===== src/rtl/min_sec_counter.sv =====
// min_sec_counter: divides the system clock to a one-second tick, counts
// seconds and minutes 0-59, and pulses hour_en on each 59:59 -> 00:00 wrap.
// Optional BCD views of sec/min are built when MIN_SEC_BCD_EN is defined.
module min_sec_counter #(
    parameter int TICK_DIV = 100_000_000
) (
    input  logic       clock,
    input  logic       reset_n,
    input  logic       run,
    input  logic       set_en,
    input  logic [5:0] set_min,
    input  logic [5:0] set_sec,
    output logic [5:0] sec,
    output logic [5:0] min,
    output logic       tick,
    output logic       hour_en
`ifdef MIN_SEC_BCD_EN
    ,
    output logic [7:0] sec_bcd,
    output logic [7:0] min_bcd
`endif
);

    localparam int PW = (TICK_DIV > 1) ? $clog2(TICK_DIV) : 1;
    localparam logic [PW-1:0] P_LAST = PW'(TICK_DIV - 1);

    logic [PW-1:0] presc;

    // Prescaler, counters and single-cycle strobes; reset > set > run > hold.
    always_ff @(posedge clock) begin
        if (!reset_n) begin
            presc   <= '0;
            sec     <= '0;
            min     <= '0;
            tick    <= 1'b0;
            hour_en <= 1'b0;
        end else if (set_en) begin
            // Presets saturate so the counters never leave 0-59.
            presc   <= '0;
            sec     <= (set_sec > 6'd59) ? 6'd59 : set_sec;
            min     <= (set_min > 6'd59) ? 6'd59 : set_min;
            tick    <= 1'b0;
            hour_en <= 1'b0;
        end else if (run) begin
            tick    <= 1'b0;
            hour_en <= 1'b0;
            if (presc == P_LAST) begin
                presc <= '0;
                tick  <= 1'b1;
                if (sec < 6'd59) begin
                    sec <= sec + 6'd1;
                end else begin
                    sec <= '0;
                    if (min == 6'd59) begin
                        min     <= '0;
                        hour_en <= 1'b1;
                    end else begin
                        min <= min + 6'd1;
                    end
                end
            end else begin
                presc <= presc + PW'(1);
            end
        end else begin
            // Hold keeps the partial prescale count so timing resumes exactly.
            tick    <= 1'b0;
            hour_en <= 1'b0;
        end
    end

`ifdef MIN_SEC_BCD_EN
    // Binary 0-59 to two BCD digits via range compare, no divider needed.
    function automatic logic [7:0] to_bcd(input logic [5:0] v);
        logic [3:0] tens;
        logic [5:0] rem;
        tens = 4'd0;
        rem  = v;
        if (v >= 6'd50) begin
            tens = 4'd5; rem = v - 6'd50;
        end else if (v >= 6'd40) begin
            tens = 4'd4; rem = v - 6'd40;
        end else if (v >= 6'd30) begin
            tens = 4'd3; rem = v - 6'd30;
        end else if (v >= 6'd20) begin
            tens = 4'd2; rem = v - 6'd20;
        end else if (v >= 6'd10) begin
            tens = 4'd1; rem = v - 6'd10;
        end
        return {tens, 4'(rem)};
    endfunction

    assign sec_bcd = to_bcd(sec);
    assign min_bcd = to_bcd(min);
`endif

endmodule

===== config.mk =====
export PLATFORM = sky130hd
export DESIGN_NAME = min_sec_counter
export DESIGN_NICKNAME = d
export VERILOG_FILES = /design/src/rtl/min_sec_counter.sv
export SDC_FILE = /design/constraint.sdc
export NUM_CORES = 1
export LEC_CHECK = 0
export BUFFER_PORTS_ARGS = -buffer_cell sky130_fd_sc_hd__buf_4
export CAP_MARGIN = 10
export CORE_UTILIZATION = 35
export CTS_CLUSTER_SIZE = 16
export DETAILED_ROUTE_END_ITERATION = 6
export SYNTH_ARGS = -nofsm -noshare
export SYNTH_HDL_FRONTEND = slang
export SYNTH_SLANG_ARGS = --single-unit

===== constraint.sdc =====
create_clock -name clock -period 2.5 [get_ports clock]
set_input_delay 0.125 -clock clock [delete_from_list [all_inputs] [get_ports clock]]
set_output_delay 0.125 -clock clock [all_outputs]
set_load 0.1 [all_outputs]

==> metrics.txt, run 1 <==
most common cell in the netlist=dfxtp_1; syn nets=around 260; clk slew on worst S/H paths=~0.080 ns; CP cell instances=nor4bb_1, nand4_2, or3_2, nand3_2, buf_4, nor2_1; Worst slew margin=0.5983; Crit Path Class=flip-flop to flip-flop; HPWL Detailed=3090 um; starting DRC count in detailed routing=between 80 and 90; layout cells sized above 1=0.2210; Max clock buf depth=2; Pwr Density=around 530 mW/mm^2; max frequency=about 480 MHz; CTS tree=built; CP delay by family, top=simple AND/OR/NAND/NOR gates; Critical Path AT=between 2 and 2.5 ns; Reg2Reg Setup Slack=slightly above 0.4 ns; final instance area=~0.0025 mm^2; DR vias=1759; global-route wire length before repair=7182 um; Root Driver=clkbuf_8; ANT nets after route=0; Clk Latency, worst-skew pair=about 0.29 ns; distinct cell type count after synthesis=42; DRT Pass-1 Iters=4; Buffers & Inverters on Critical Path=1; die height=~78 um; vias in the first global route=around 1600; EDFF count, synth=0; VDD IR max=0.3284 mV; core box area=between 0.005 and 0.006 mm^2; CP max stage delay=~0.59 ns; post-synth top area share=0.4022; gpl congestion=0.7426; area leader, netlist=dfxtp_1; CP Max Fanout=8; final setup vio count=0; synth cell count leaders=dfxtp_1 (41), nor2_1 (37), nand2_1 (25); Final Skew=0.007100 ns; all-layer global routing usage=0.1483; die width=between 70 and 80 um; Seq/Total Area, Yosys=0.4022; # nets final=294; Max Cap Viol=0; clk sink count=a little over 40; CTS H-tree depth=2; hold crit path type=input port to flip-flop; CP Launch Type=flip-flop; Vias per Instance=slightly above 5; CP max-delay cell=or3_2; number of synthesis warnings=0; Starting Density=0.3661; hold path start=set_sec[4]; RSZ-0062 raised after global routing=no; endpoint class of the critical path=flip-flop; ant diodes=0; hold worst-path end=sec[4]$_SDFFE_PN0P_; setup TNS=0 ns; WP depth=6; Routed wire per std cell=12.22 um; full die area=approximately 0.0061 mm^2; status=complete, no violations; I/O Buffers=29; TritonCTS buffer count=5; CTS resizes=0; Tcrit/Tclk final=0.8343; Pleak=0.9264 nW; initial antenna violation count=0; Post-synth top flop=dfxtp_1; Hold Path Cell Cnt=3; CTS Hold Bufs=0; Required @ worst endpoint=~2.7 ns; Core Rows=27; minimum clock period=approximately 2.1 ns; Worst Setup SP=presc[13]$_SDFFE_PP0P_; mean post-synth cell area=approximately 8.5 um^2; Post-Synthesis Cells=239; Synth Register Bits=between 40 and 50; Max Slew Vio Count=0; postcts setup bufs=0; cell area after synthesis=0.002041 mm^2; grt total ovfl=0; placed inst area=~0.0024 mm^2; Post-synth ARST share=0; R2R cell count=6; Least-Margin Pin Slew=0.5992 ns; final WL=between 4000 and 5000 um; r2r endpoint=presc[0]$_SDFFE_PP0P_; pin count of the biggest net entering global routing=16; Synth area leaders=dfxtp_1 (40%), xor2_1 (8.6%), nor2_1 (6.8%), nand2_1 (4.6%), nand3_1 (3.7%); Syn-to-layout area delta=21.03%; DR DRC count=0; final hold viol count=0; io pins=30; Reg2Reg Launch Point=presc[13]$_SDFFE_PP0P_
-- routing by layer --
layer,vias up,track usage,wire [um]
met2,31,0.2246,1903
li1,925,-,-
met4,0,0.04444,31
met5,-,0,0
met3,2,0.03605,168
met1,801,0.2067,2148
-- worst register-to-register path, stage by stage, from the launching register on --
cell and delay, ns:
dfxtp_1 0.37, nor4bb_1 0.33, nand4_2 0.26, or3_2 0.59
nand3_2 0.20, buf_4 0.18, nor2_1 0.04
-- layout by cell type, fill, tap and decap left out, types with 6 or more instances in the layout --
cell | netlist | layout
nand4_1 | 12 | 12
a21oi_1 | 7 | 7
xnor2_1 | 6 | 6
dfxtp_1 | 41 | 35
nand2_1 | 25 | 25
dfxtp_2 | 0 | 6
buf_4 | 2 | 35
nand3_1 | 15 | 15
o21ai_0 | 10 | 10
xor2_1 | 20 | 20
nor2_1 | 37 | 37
-- where the power goes --
part	switching [mW]	internal, mW	total [mW]
clock	0.235	0.196	0.430
combinational	0.132	0.0540	0.186
sequential	0.0182	0.667	0.685
total	0.384	0.917	1.30
-- per-stage QoR --
stage                     hold WS, ns  power [mW]  worst slack (ns)  cells    util
final                         0.05608       1.301            0.4142    348  0.4431
after global routing          0.07285       1.367            0.2714    348  0.4431
after CTS                     0.05522       1.319            0.4180    348  0.4431
after detailed placement       0.3594      0.8868            0.4301    340  0.4267
after global placement         0.3616      0.8880            0.4721    340  0.4267
after floorplan                0.2553      0.8299            0.1467    239       -
-- cell families after synthesis --
group           synth area share
mux                      0.01472
compound gates            0.1006
flops                     0.4022
buf+inv                  0.02636
xor+xnor                  0.1116
fa+ha+maj                0.01840
simple gates              0.3262
-- cell type report --
type | count | area, um^2
sequential | 41 | 828.3
tap | 72 | 90.09
multi-input combinational | 188 | 1166
clock inverter | 3 | 22.52
fill | 576 | 3104
clock buffer | 5 | 68.82
inverter | 3 | 11.26
timing repair buffer | 36 | 282.8
-- worst max-delay path by stage --
stage | to | slack (ns)
floorplan | min[2]$_SDFFE_PN0P_ | 0.15
global placement | presc[20]$_SDFFE_PP0P_ | 0.47
detailed placement | presc[11]$_SDFFE_PP0P_ | 0.43
CTS | presc[11]$_SDFFE_PP0P_ | 0.42
global route | min[5]$_SDFFE_PN0P_ | 0.27
finish | presc[0]$_SDFFE_PP0P_ | 0.41
-- state kept, by name (all words and copies together), names as in the netlist --
register	flops
tick	1
hour_en	1
sec	6
presc	27
min	6
Power figures use the tool's default switching activity.
==> run 2, diff against run 1 <==
==> constraint.sdc (replaced) <==
create_clock -name clock -period 1.9 [get_ports clock]
set_input_delay 0.095 -clock clock [delete_from_list [all_inputs] [get_ports clock]]
set_output_delay 0.095 -clock clock [all_outputs]
set_load 0.1 [all_outputs]
==> metrics.txt, run 2 (same netlist as run 1, synthesis figures left out) <==
Final Skew=0.005649 ns (-0.001450 ns); DR vias=1887 (+7.3%); io pins=30 (unchanged); number of fill cells=560 (-2.8%); final setup margin=-0.003034 ns (-0.4172 ns); largest registers=presc: 27 flops, min: 6 flops, sec: 6 flops; Max Slew Vio Count=0 (unchanged); Critical Path AT=2.14 ns (-0.13 ns); Fin Hold WS=0.02531 ns (-0.03077 ns); TritonCTS buffer count=5 (unchanged); clk sink count=41 (unchanged); Least-Margin Pin Slew=0.4205 ns (-0.1787 ns); Starting Density=0.3661 (unchanged); Int Power=1.207 mW (+32%); full die area=0.006140 mm^2 (unchanged); clk slew on worst S/H paths=0.08 ns (about the same); Largest Register=presc; global-route wire length before repair=7810 um (+8.7%); ant diodes=0 (unchanged); vias in the first global route=1822 (+17%); Crit Path Class=flip-flop to flip-flop; DRT Pass-1 Iters=4 (unchanged); minimum clock period=1.903 ns (-0.1828 ns); Max clock buf depth=2 (unchanged); CTS Hold Bufs=0 (unchanged); CTS tree=built; endpoint class of the critical path=flip-flop; ANT nets after route=0 (unchanged); DR DRC count=0 (unchanged); commonest cells after routing, fill and taps aside=buf_4 (64), nor2_1 (37), nand2_1 (25); HPWL Detailed=3393 um (+9.8%); Core Rows=27 (unchanged); Clk pwr share=0.319 (-0.012); gpl congestion=0.8101 (+9.1%); max reg flops=27 (unchanged); Clk Latency, worst-skew pair=0.29 ns (about the same); Tcrit/Tclk final=1.002 (+0.1673); Worst slew margin=0.7186 (+0.1203); Root Driver=clkbuf_8; Required @ worst endpoint=2.14 ns (-0.55 ns); die height=78.36 um (unchanged); final setup vio count=1 (+1); hold crit path type=input port to flip-flop; combinational share of power=0.151 (+0.008); setup TNS=-0.003034 ns (-0.003034 ns); Routed wire per std cell=12.39 um (+1.4%); starting DRC count in detailed routing=83 (-2.4%); layout cells sized above 1=0.3627 (+0.1417); # nets final=324 (+10%); Pleak=1.125 nW (+21%); Pwr Density=598.8 mW/mm^2 (+14%); RSZ-0062 raised after global routing=yes; total power=1.704 mW (+31%); max frequency=525.5 MHz (+9.6%); pin count of the biggest net entering global routing=21 (+5); Vias per Instance=4.992 (-1.2%); CTS H-tree depth=2 (unchanged); commonest non-fill, non-tap cell in the layout=buf_4; die width=78.36 um (unchanged); Flop pwr share=0.530 (+0.003); I/O Buffers=29 (unchanged); Sw Share=0.2918 (-0.003603); placed insts=366 (+7.6%); pre-CTS setup slack=-0.07806 ns (-0.5082 ns); initial antenna violation count=0 (unchanged); Max Cap Viol=0 (unchanged); switching pwr=0.4971 mW (+29%); final hold viol count=0 (unchanged); CP Max Fanout=5 (-3); CP Launch Type=flip-flop; Non-Filler Instances=378 (+8.6%); grt total ovfl=0 (unchanged); core box area=0.005574 mm^2 (unchanged); status=complete, but fails checks; Syn-to-layout area delta=39.42%; all-layer global routing usage=0.1599 (+0.01164); VDD IR max=0.3596 mV (+9.5%); failing checks=setup timing; final WL=4685 um (+10%)
## run 2: final cells by class
class                      instances  area, um^2  share of cell area
sequential                        41       862.1              0.3030
tap                               72       90.09             0.03166
timing repair buffer              66       511.7              0.1799
clock inverter                     2       10.01            0.003518
inverter                           3       11.26            0.003958
clock buffer                       6       72.57             0.02551
multi-input combinational        188        1287              0.4525
## run 2: worst max-delay path: stages (launching register included)
cell     delay (ns)
dfxtp_2        0.36
ha_4           0.15
nand4_4        0.07
or2_4          0.29
or4_4          0.60
buf_4          0.17
nor4_2         0.12
a21o_1         0.11
## run 2: metal layers
layer	wire length, um	global-route usage	up-vias	part of all wire
met5	0	0	-	0
li1	-	-	987	-
met2	2249	0.2711	23	0.48
met3	125	0.03256	8	0.027
met1	2230	0.1969	869	0.48
met4	79	0.06481	0	0.017
## run 2: worst paths after layout
| kind | cells after the start | to | slack (ns) | from |
|---|---|---|---|---|
| worst min-delay path | 3 | sec[4]$_SDFFE_PN0P_ | 0.03 | set_sec[4] |
| worst max register to register | 7 | min[5]$_SDFFE_PN0P_ | -0.003 | presc[1]$_SDFFE_PP0P_ |
| worst max-delay path | 7 | min[5]$_SDFFE_PN0P_ | -0.003 | presc[1]$_SDFFE_PP0P_ |
| worst min register to register | 2 | presc[23]$_SDFFE_PP0P_ | 0.52 | presc[23]$_SDFFE_PP0P_ |
## run 2: repair_timing
item,4_1_cts,5_1_grt
gates resized for setup,10,8
pin swaps,6,6
buffers inserted,4,0
setup endpoints to repair,34,37
## run 2: per-stage QoR
step                      utilization  instance area (um^2)
final                          0.5104                  2845
after CTS                      0.5062                  2821
after detailed placement       0.4783                  2666
after global placement         0.4783                  2666
after global routing           0.5104                  2845
after floorplan                     -                  2141
## run 2: power by group through the flow
| stage | combinational (mW) | clock, mW | sequential (mW) |
|---|---|---|---|
| final | 0.257 | 0.544 | 0.903 |
| after global routing | 0.273 | 0.610 | 0.908 |
| after CTS | 0.256 | 0.567 | 0.901 |
| after detailed placement | 0.256 | 0 | 0.922 |
| after global placement | 0.254 | 0 | 0.922 |
| after floorplan | 0.0636 | 0 | 1.03 |
==> run 3, diff against run 2 <==
--- a/config.mk
+++ b/config.mk
@@ -8,8 +8,9 @@
 export BUFFER_PORTS_ARGS = -buffer_cell sky130_fd_sc_hd__buf_4
 export CAP_MARGIN = 10
 export CORE_UTILIZATION = 35
-export CTS_CLUSTER_SIZE = 16
+export CTS_CLUSTER_SIZE = 20
 export DETAILED_ROUTE_END_ITERATION = 6
+export MAX_ROUTING_LAYER = met4
 export SYNTH_ARGS = -nofsm -noshare
 export SYNTH_HDL_FRONTEND = slang
 export SYNTH_SLANG_ARGS = --single-unit
==> metrics.txt, run 3 (same netlist as run 1, synthesis figures left out) <==
final WL=4685 um (unchanged); final hold viol count=0 (unchanged); Final Core Density=0.5104 (unchanged); Final Skew=0.005648 ns (-0.000001830 ns); grt total ovfl=0 (unchanged); largest registers=presc: 27 flops, min: 6 flops, sec: 6 flops; DR vias=1887 (unchanged); pin count of the biggest net entering global routing=21 (unchanged); clk sink count=41 (unchanged); Core Rows=27 (unchanged); all-layer global routing usage=0.1644 (+0.004463); TritonCTS buffer count=5 (unchanged); die height=78.36 um (unchanged); final instance area=0.002845 mm^2 (unchanged); commonest cells after routing, fill and taps aside=buf_4 (64), nor2_1 (37), nand2_1 (25); Routed wire per std cell=12.39 um (unchanged); gpl congestion=0.8221 (+1.5%); Non-Filler Instances=378 (unchanged); layout cells sized above 1=0.3627 (unchanged); vias in the first global route=1822 (unchanged); minimum clock period=1.903 ns (+0.0000002200 ns); CP Max Fanout=5 (unchanged); VDD IR max=0.3596 mV (unchanged); placed insts=366 (unchanged); pre-CTS setup slack=-0.07806 ns (unchanged); clk slew on worst S/H paths=0.08 ns (about the same); endpoint class of the critical path=flip-flop; placed inst area=0.002666 mm^2 (unchanged); Tcrit/Tclk final=1.002 (about the same); RSZ-0062 raised after global routing=yes; Clk Latency, worst-skew pair=0.29 ns (about the same); CTS tree=built; starting DRC count in detailed routing=83 (unchanged); Max Cap Viol=0 (unchanged); setup TNS=-0.003034 ns (-0.0000002200 ns); Vias per Instance=4.992 (unchanged); status=complete, but fails checks; I/O Buffers=29 (unchanged); Starting Density=0.3661 (unchanged); Pleak=1.125 nW (unchanged); Largest Register=presc; max frequency=525.5 MHz (unchanged); final setup vio count=1 (unchanged); CP Launch Type=flip-flop; ANT nets after route=0 (unchanged); Root Driver=clkbuf_8; Syn-to-layout area delta=39.42% (unchanged); max reg flops=27 (unchanged); Crit Path Class=flip-flop to flip-flop; Pwr Density=598.8 mW/mm^2 (about the same); total power=1.704 mW (about the same); full die area=0.006140 mm^2 (unchanged); hold crit path type=input port to flip-flop; commonest non-fill, non-tap cell in the layout=buf_4; DRT Pass-1 Iters=4 (unchanged); die width=78.36 um (unchanged); core box area=0.005574 mm^2 (unchanged); Worst slew margin=0.7187 (about the same); failing checks=setup timing; initial antenna violation count=0 (unchanged); HPWL Detailed=3393 um (unchanged); Max Slew Vio Count=0 (unchanged); io pins=30 (unchanged); CTS H-tree depth=2 (unchanged); # nets final=324 (unchanged); ant diodes=0 (unchanged); DR DRC count=0 (unchanged); Critical Path AT=2.14 ns (about the same); CTS Hold Bufs=0 (unchanged); final setup margin=-0.003034 ns (-0.0000002200 ns); Least-Margin Pin Slew=0.4204 ns (-0.0001283 ns); Fin Hold WS=0.02526 ns (-0.00004850 ns); global-route wire length before repair=7810 um (unchanged); Max clock buf depth=2 (unchanged); Required @ worst endpoint=2.14 ns (about the same)
run 3: layout make-up:
type,count,area (um^2)
inverter,3,11.26
sequential,41,862.1
fill,560,2729
tap,72,90.09
clock inverter,2,10.01
multi-input combinational,188,1287
clock buffer,6,72.57
timing repair buffer,66,511.7
run 3: worst max-delay path, cell delays in order, from the launching register on:
cell and delay, ns:
dfxtp_2 0.36, ha_4 0.15, nand4_4 0.07, or2_4 0.29
or4_4 0.60, buf_4 0.17, nor4_2 0.12, a21o_1 0.11
run 3: worst paths after layout:
check | startpoint | to | slack, ns | cells past startpoint
max | presc[1]$_SDFFE_PP0P_ | min[5]$_SDFFE_PN0P_ | -0.003 | 7
min | set_sec[4] | sec[4]$_SDFFE_PN0P_ | 0.03 | 3
max reg2reg | presc[1]$_SDFFE_PP0P_ | min[5]$_SDFFE_PN0P_ | -0.003 | 7
min reg2reg | presc[23]$_SDFFE_PP0P_ | presc[23]$_SDFFE_PP0P_ | 0.52 | 2
run 3: what timing repair did:
action,CTS,global route
gates resized for setup,10,8
setup buffers,4,0
pin swaps,6,6
setup endpoints to repair,34,37
run 3: metal layers:
layer / track usage / vias up / share of wire
met5: - / - / 0
met4: 0.06481 / 0 / 0.017
met3: 0.03256 / 8 / 0.027
met2: 0.2711 / 23 / 0.48
met1: 0.1969 / 869 / 0.48
li1: - / 987 / -
run 3: report_power, final:
| part | switching [mW] | total, mW | internal [mW] |
|---|---|---|---|
| Combinational | 0.180 | 0.257 | 0.0776 |
| Sequential | 0.0283 | 0.903 | 0.874 |
| Clock | 0.289 | 0.544 | 0.255 |
